==> config.mk <==
export PLATFORM = sky130hd
export DESIGN_NAME = usb_rx_rcu
export DESIGN_NICKNAME = d
export VERILOG_FILES = /design/src/rtl/usb_rx_rcu.sv
export SDC_FILE = /design/constraint.sdc
export NUM_CORES = 1
export LEC_CHECK = 0
export ABC_AREA = 1
export ABC_CLOCK_PERIOD_IN_PS = 3870
export BUFFER_PORTS_ARGS = -buffer_cell sky130_fd_sc_hd__buf_2
export CAP_MARGIN = 20
export CORE_ASPECT_RATIO = 1.2
export CORE_UTILIZATION = 45
export CTS_CLUSTER_DIAMETER = 120
export DETAILED_ROUTE_END_ITERATION = 7
export PLACE_DENSITY = 0.62
export SYNTH_ARGS = -nofsm -noshare
export SYNTH_HDL_FRONTEND = slang
export SYNTH_SLANG_ARGS = --single-unit
==> constraint.sdc <==
create_clock -name clk -period 3.87 [get_ports clk]
set_input_delay 0.774 -clock clk [delete_from_list [all_inputs] [get_ports clk]]
set_output_delay 0.774 -clock clk [all_outputs]
set_load 0.1 [all_outputs]
==> src/rtl/usb_rx_rcu.sv <==
// USB receive control unit: tracks sync, byte boundaries and EOP,
// and issues FIFO write strobes and packet status for the RX path.
module usb_rx_rcu #(
    parameter logic [7:0] SYNC_BYTE = 8'h80,
    parameter int         MAX_BYTES = 64
) (
    input  logic       clk,
    input  logic       n_rst,
    input  logic       d_edge,
    input  logic       shift_enable,
    input  logic       eop,
    input  logic [7:0] rcv_data,
    output logic       rcving,
    output logic       w_enable,
    output logic       r_error,
    output logic       pkt_done
);

    localparam int BW = $clog2(MAX_BYTES + 1);
    localparam logic [BW-1:0] MAX_CNT = BW'(MAX_BYTES);

    typedef enum logic [2:0] {
        IDLE,
        SYNC_RX,
        SETTLE,
        SYNC_CHK,
        DATA_RX,
        WRITE,
        EOP_WAIT,
        ERR_WAIT
    } state_t;

    state_t        state, state_n;
    logic [2:0]    bit_cnt, bit_cnt_n;
    logic [BW-1:0] byte_cnt, byte_cnt_n;
    logic [1:0]    settle_cnt, settle_cnt_n;
    logic          from_sync, from_sync_n;
    logic          eop_pend, eop_pend_n;
    logic          err_eop, err_eop_n;
    logic          rcving_n, w_enable_n, r_error_n, pkt_done_n;

    logic bit_strb, eop_strb, wrap, cnt_zone, gap_zone;

    assign bit_strb = shift_enable & ~eop;
    assign eop_strb = shift_enable & eop;
    assign wrap     = bit_strb && (bit_cnt == 3'd7);
    assign cnt_zone = (state == SYNC_RX) || (state == SETTLE) ||
                      (state == SYNC_CHK) || (state == DATA_RX) ||
                      (state == WRITE);
    assign gap_zone = (state == SETTLE) || (state == SYNC_CHK) ||
                      (state == WRITE);

    always_comb begin
        state_n      = state;
        bit_cnt_n    = bit_cnt;
        byte_cnt_n   = byte_cnt;
        settle_cnt_n = settle_cnt;
        from_sync_n  = from_sync;
        eop_pend_n   = eop_pend;
        err_eop_n    = err_eop;
        rcving_n     = rcving;
        r_error_n    = r_error;
        w_enable_n   = 1'b0;
        pkt_done_n   = 1'b0;

        if (cnt_zone && bit_strb)
            bit_cnt_n = bit_cnt + 3'd1;
        // an EOP strobe landing between a wrap and DATA_RX is deferred
        if (gap_zone && eop_strb)
            eop_pend_n = 1'b1;

        unique case (state)
            IDLE: begin
                if (d_edge) begin
                    state_n    = SYNC_RX;
                    rcving_n   = 1'b1;
                    r_error_n  = 1'b0;
                    bit_cnt_n  = 3'd0;
                    byte_cnt_n = '0;
                    eop_pend_n = 1'b0;
                    err_eop_n  = 1'b0;
                end
            end
            SYNC_RX: begin
                if (eop_strb) begin
                    state_n   = ERR_WAIT;
                    r_error_n = 1'b1;
                    err_eop_n = 1'b1;
                end else if (wrap) begin
                    state_n      = SETTLE;
                    settle_cnt_n = 2'd0;
                    from_sync_n  = 1'b1;
                end
            end
            SETTLE: begin
                settle_cnt_n = settle_cnt + 2'd1;
                if (settle_cnt == 2'd2) begin
                    if (from_sync) begin
                        state_n = SYNC_CHK;
                    end else begin
                        state_n    = WRITE;
                        w_enable_n = (byte_cnt != MAX_CNT);
                    end
                end
            end
            SYNC_CHK: begin
                if (rcv_data == SYNC_BYTE) begin
                    state_n = DATA_RX;
                end else begin
                    state_n    = ERR_WAIT;
                    r_error_n  = 1'b1;
                    err_eop_n  = eop_pend_n;
                    eop_pend_n = 1'b0;
                end
            end
            WRITE: begin
                if (byte_cnt == MAX_CNT) begin
                    state_n    = ERR_WAIT;
                    r_error_n  = 1'b1;
                    err_eop_n  = eop_pend_n;
                    eop_pend_n = 1'b0;
                end else begin
                    state_n    = DATA_RX;
                    byte_cnt_n = byte_cnt + 1'b1;
                end
            end
            DATA_RX: begin
                if (eop_strb || eop_pend) begin
                    eop_pend_n = 1'b0;
                    if (bit_cnt == 3'd0) begin
                        state_n = EOP_WAIT;
                    end else begin
                        state_n   = ERR_WAIT;
                        r_error_n = 1'b1;
                        err_eop_n = 1'b1;
                    end
                end else if (wrap) begin
                    state_n      = SETTLE;
                    settle_cnt_n = 2'd0;
                    from_sync_n  = 1'b0;
                end
            end
            EOP_WAIT: begin
                if (bit_strb) begin
                    state_n    = IDLE;
                    rcving_n   = 1'b0;
                    pkt_done_n = 1'b1;
                end
            end
            ERR_WAIT: begin
                if (eop_strb) begin
                    err_eop_n = 1'b1;
                end else if (bit_strb && err_eop) begin
                    state_n   = IDLE;
                    rcving_n  = 1'b0;
                    err_eop_n = 1'b0;
                end
            end
        endcase
    end

    always_ff @(posedge clk or negedge n_rst) begin
        if (!n_rst) begin
            state      <= IDLE;
            bit_cnt    <= 3'd0;
            byte_cnt   <= '0;
            settle_cnt <= 2'd0;
            from_sync  <= 1'b0;
            eop_pend   <= 1'b0;
            err_eop    <= 1'b0;
            rcving     <= 1'b0;
            w_enable   <= 1'b0;
            r_error    <= 1'b0;
            pkt_done   <= 1'b0;
        end else begin
            state      <= state_n;
            bit_cnt    <= bit_cnt_n;
            byte_cnt   <= byte_cnt_n;
            settle_cnt <= settle_cnt_n;
            from_sync  <= from_sync_n;
            eop_pend   <= eop_pend_n;
            err_eop    <= err_eop_n;
            rcving     <= rcving_n;
            w_enable   <= w_enable_n;
            r_error    <= r_error_n;
            pkt_done   <= pkt_done_n;
        end
    end

endmodule

==> results.json <==
{
  "status": "completed",
  "yosys.area_share.adder_pct": 5.21,
  "first_global_vias": 1332,
  "slowest_delay_ns": 0.42,
  "vias": 1376,
  "postPlaceCellArea_um2": 1560,
  "hold_path_class": "in -> async",
  "mostFrequentLayoutCells": "nand2_1 (52), nor2_1 (32), inv_1 (28), dfrtp_1 (22), nand3_1 (20)",
  "cts_resized": 0,
  "grt.overflow.total": 0,
  "netlist_area_um2": 1440,
  "diodes": 0,
  "period_needed_ns": 1.86,
  "io_pins": 17,
  "layout-drive-gt1-share_pct": 12.4,
  "met3_usage_pct": 2.14,
  "synth_xor_xnor_area_share_pct": 1.82,
  "synth-simple-area-share_pct": 36.0,
  "grt_util_met2_pct": 39.2,
  "synthToLayoutAreaGrowth_pct": 9.46,
  "postCtsHoldBufs": 0,
  "firstDrtPassIters": 4,
  "synth_fp_nets": 227,
  "wl_per_cell_um": 12.7,
  "ctsLongestPathBuffers": 2,
  "final_cell_area_um2": 1580,
  "cellInternalPower_mw": 0.556,
  "worstReg2RegEnd": "r_error$_DFFE_PN0P_",
  "die_w_um": 53.7,
  "dp_hpwl_um": 2650,
  "cts.sinks": 22,
  "fin_ws_ns": 2.01,
  "viasPerCell": 5.25,
  "dieArea_um2": 3430,
  "antenna_found_initial": 0,
  "r2r_start": "byte_cnt[0]$_DFFE_PN0P_",
  "nNetsFinal": 247,
  "slew_violations": 0,
  "cts_buffers": 3,
  "cts-root-buf": "clkbuf_4",
  "drc": 0,
  "grt.total_usage_pct": 22.0,
  "sw_frac_of_total_pct": 52.2,
  "total_switching_power_mw": 0.608,
  "die_h_um": 64.0,
  "powerDensity_nw_per_um2": 738,
  "arrival_ns": 1.09,
  "grt_pass1_wl_um": 5600,
  "critPathMaxFanout": 2,
  "grt_start_max_net_pins": 23,
  "mostFrequentLayoutCell": "nand2_1",
  "clockPowerShare_pct": 9.2,
  "dp_slack_ns": 2.08,
  "leakage_nw": 0.890,
  "p_comb_share_pct": 56.7,
  "grt.busiest_layer": "met2",
  "htreeDepth": 1,
  "crit_cells": 1,
  "syn_inst": 208,
  "rows": 22,
  "yosysSeqAreaShare_pct": 38.2,
  "ir_drop_mv": 0.574,
  "critPathLaunch": "rcving$_DFFE_PN0P_",
  "cts_tree": "done",
  "fin_worst_skew_ns": 0.0135,
  "min_period_over_period_pct": 48.1,
  "cp_top_family": "buffers and inverters",
  "tightest_slew_ns": 0.508,
  "slew_headroom_pct": 66.1,
  "reg2reg_setup_slack_ns": 2.13,
  "finalSetupTns_ns": 0,
  "yosys_warnings": 0,
  "start_util_pct": 47.2,
  "cp_slowest_cell": "buf_2",
  "endpoint_kind": "primary output",
  "port-buffer-count": 16,
  "drt_iter0_markers": 50,
  "crit_path_cell_trace": "buf_2",
  "coreArea_um2": 3060,
  "worst_ep_required_time_ns": 3.10,
  "syn_avg_cell_area_um2": 6.93,
  "r2r_cells": 8,
  "max_freq_ghz": 0.537,
  "rsz0062_at_grt": "no",
  "hold_violations": 0,
  "synth_compound_area_share_pct": 10.2,
  "worstSetupPathType": "reg -> out",
  "holdWs_ns": 0.405,
  "setup-violations-final": 0,
  "synth.ff_latch_count": 22,
  "path_clk_slew_ns": 0.13,
  "place_congestion": 0.919,
  "ant_nets": 0,
  "synth_top_family_by_area": "simple AND/OR/NAND/NOR gates",
  "pwr-share-seq_pct": 34.0,
  "cap_violations": 0,
  "clkLatencyLatePin_ns": 0.31,
  "cp-endpoint": "rcving",
  "synth_cell_type_count": 23,
  "postCtsSetupBuffers": 0,
  "grt_util_met1_pct": 26.8,
  "start_kind": "flip-flop",
  "worst-path-buf-inv": 1,
  "wirelength_um": 3330,
  "synth_mux_area_share_pct": 0
}
layout make-up:
class | instances | area, µm²
Inverter | 30 | 113
Fill cell | 303 | 1480
Sequential cell | 22 | 551
Timing Repair Buffer | 16 | 80.1
Clock buffer | 3 | 22.5
Multi-Input combinational cell | 155 | 767
Tap cell | 36 | 45.0
worst min path at each step:
stage / depth (start not counted) / startpoint / slack (ns) / to
6_report: 1 / n_rst / 0.41 / w_enable$_DFF_PN0_
5_1_grt: 1 / n_rst / 0.45 / w_enable$_DFF_PN0_
4_1_cts: 1 / n_rst / 0.43 / w_enable$_DFF_PN0_
3_5_place_dp: 2 / err_eop$_DFFE_PN0P_ / 0.48 / err_eop$_DFFE_PN0P_
3_3_place_gp: 2 / err_eop$_DFFE_PN0P_ / 0.48 / err_eop$_DFFE_PN0P_
2_1_floorplan: 2 / err_eop$_DFFE_PN0P_ / 0.46 / err_eop$_DFFE_PN0P_
sequential cells by signal, indices dropped and copies added (netlist names):
signal and cells:
rcving 1, from_sync 1, w_enable 1, eop_pend 1, err_eop 1, pkt_done 1
r_error 1, state 3, bit_cnt 3, settle_cnt 2, byte_cnt 7
power groups by stage:
stage	registers (mW)	logic (mW)	clock network (mW)
4_1_cts	0.397	0.660	0.113
3_3_place_gp	0.397	0.647	0
2_1_floorplan	0.452	0.462	0
6_report	0.397	0.661	0.108
5_1_grt	0.408	0.756	0.119
3_5_place_dp	0.401	0.659	0
through the flow:
| step | cells | power (mW) | util (%) |
|---|---|---|---|
| global placement | 259 | 1.04 | 50.9 |
| finish | 262 | 1.16 | 51.6 |
| floorplan | 208 | 0.914 | - |
| detailed placement | 259 | 1.06 | 50.9 |
| global route | 262 | 1.28 | 51.6 |
| CTS | 262 | 1.17 | 51.6 |
metal layers:
layer / up-vias / routed length (µm)
li1: 699 / -
met1: 647 / 1470
met2: 24 / 1730
met3: 6 / 87
met4: 0 / 51
met5: - / 0
cell families (layout without fill, tap and decap cells):
logic type | after synthesis | count (layout)
DFF | 22 | 22
xor gates and xnor gates | 3 | 3
buffers and inverters | 31 | 49
and+or+nand+nor | 118 | 118
AOI/OAI and AO/OA | 28 | 28
adders and majority gates | 6 | 6
synth_stat cells:
cell type  instances  share of area (%)
inv_1             28                7.3
o21ai_1            1               0.35
nand4_1            2               0.87
inv_2              2               0.52
ha_1               6                5.2
buf_6              1               0.78
xor2_1             3                1.8
nand3b_1           1               0.52
o21ai_0           17                5.9
or2_2              1               0.43
nand3_2            1               0.69
nor2_1            32                8.3
nand2_4            2                1.6
nor3b_1            1               0.52
nand2_1           52                 14
nand3_1           20                6.9
dfrtp_1           22                 38
a21oi_1            7                2.4
o21ai_2            1               0.61
nor2_4             1               0.78
nor3_1             4                1.4
nand2_2            1               0.43
o22ai_1            2               0.87
No activity file was read; power rests on OpenSTA's default activity.
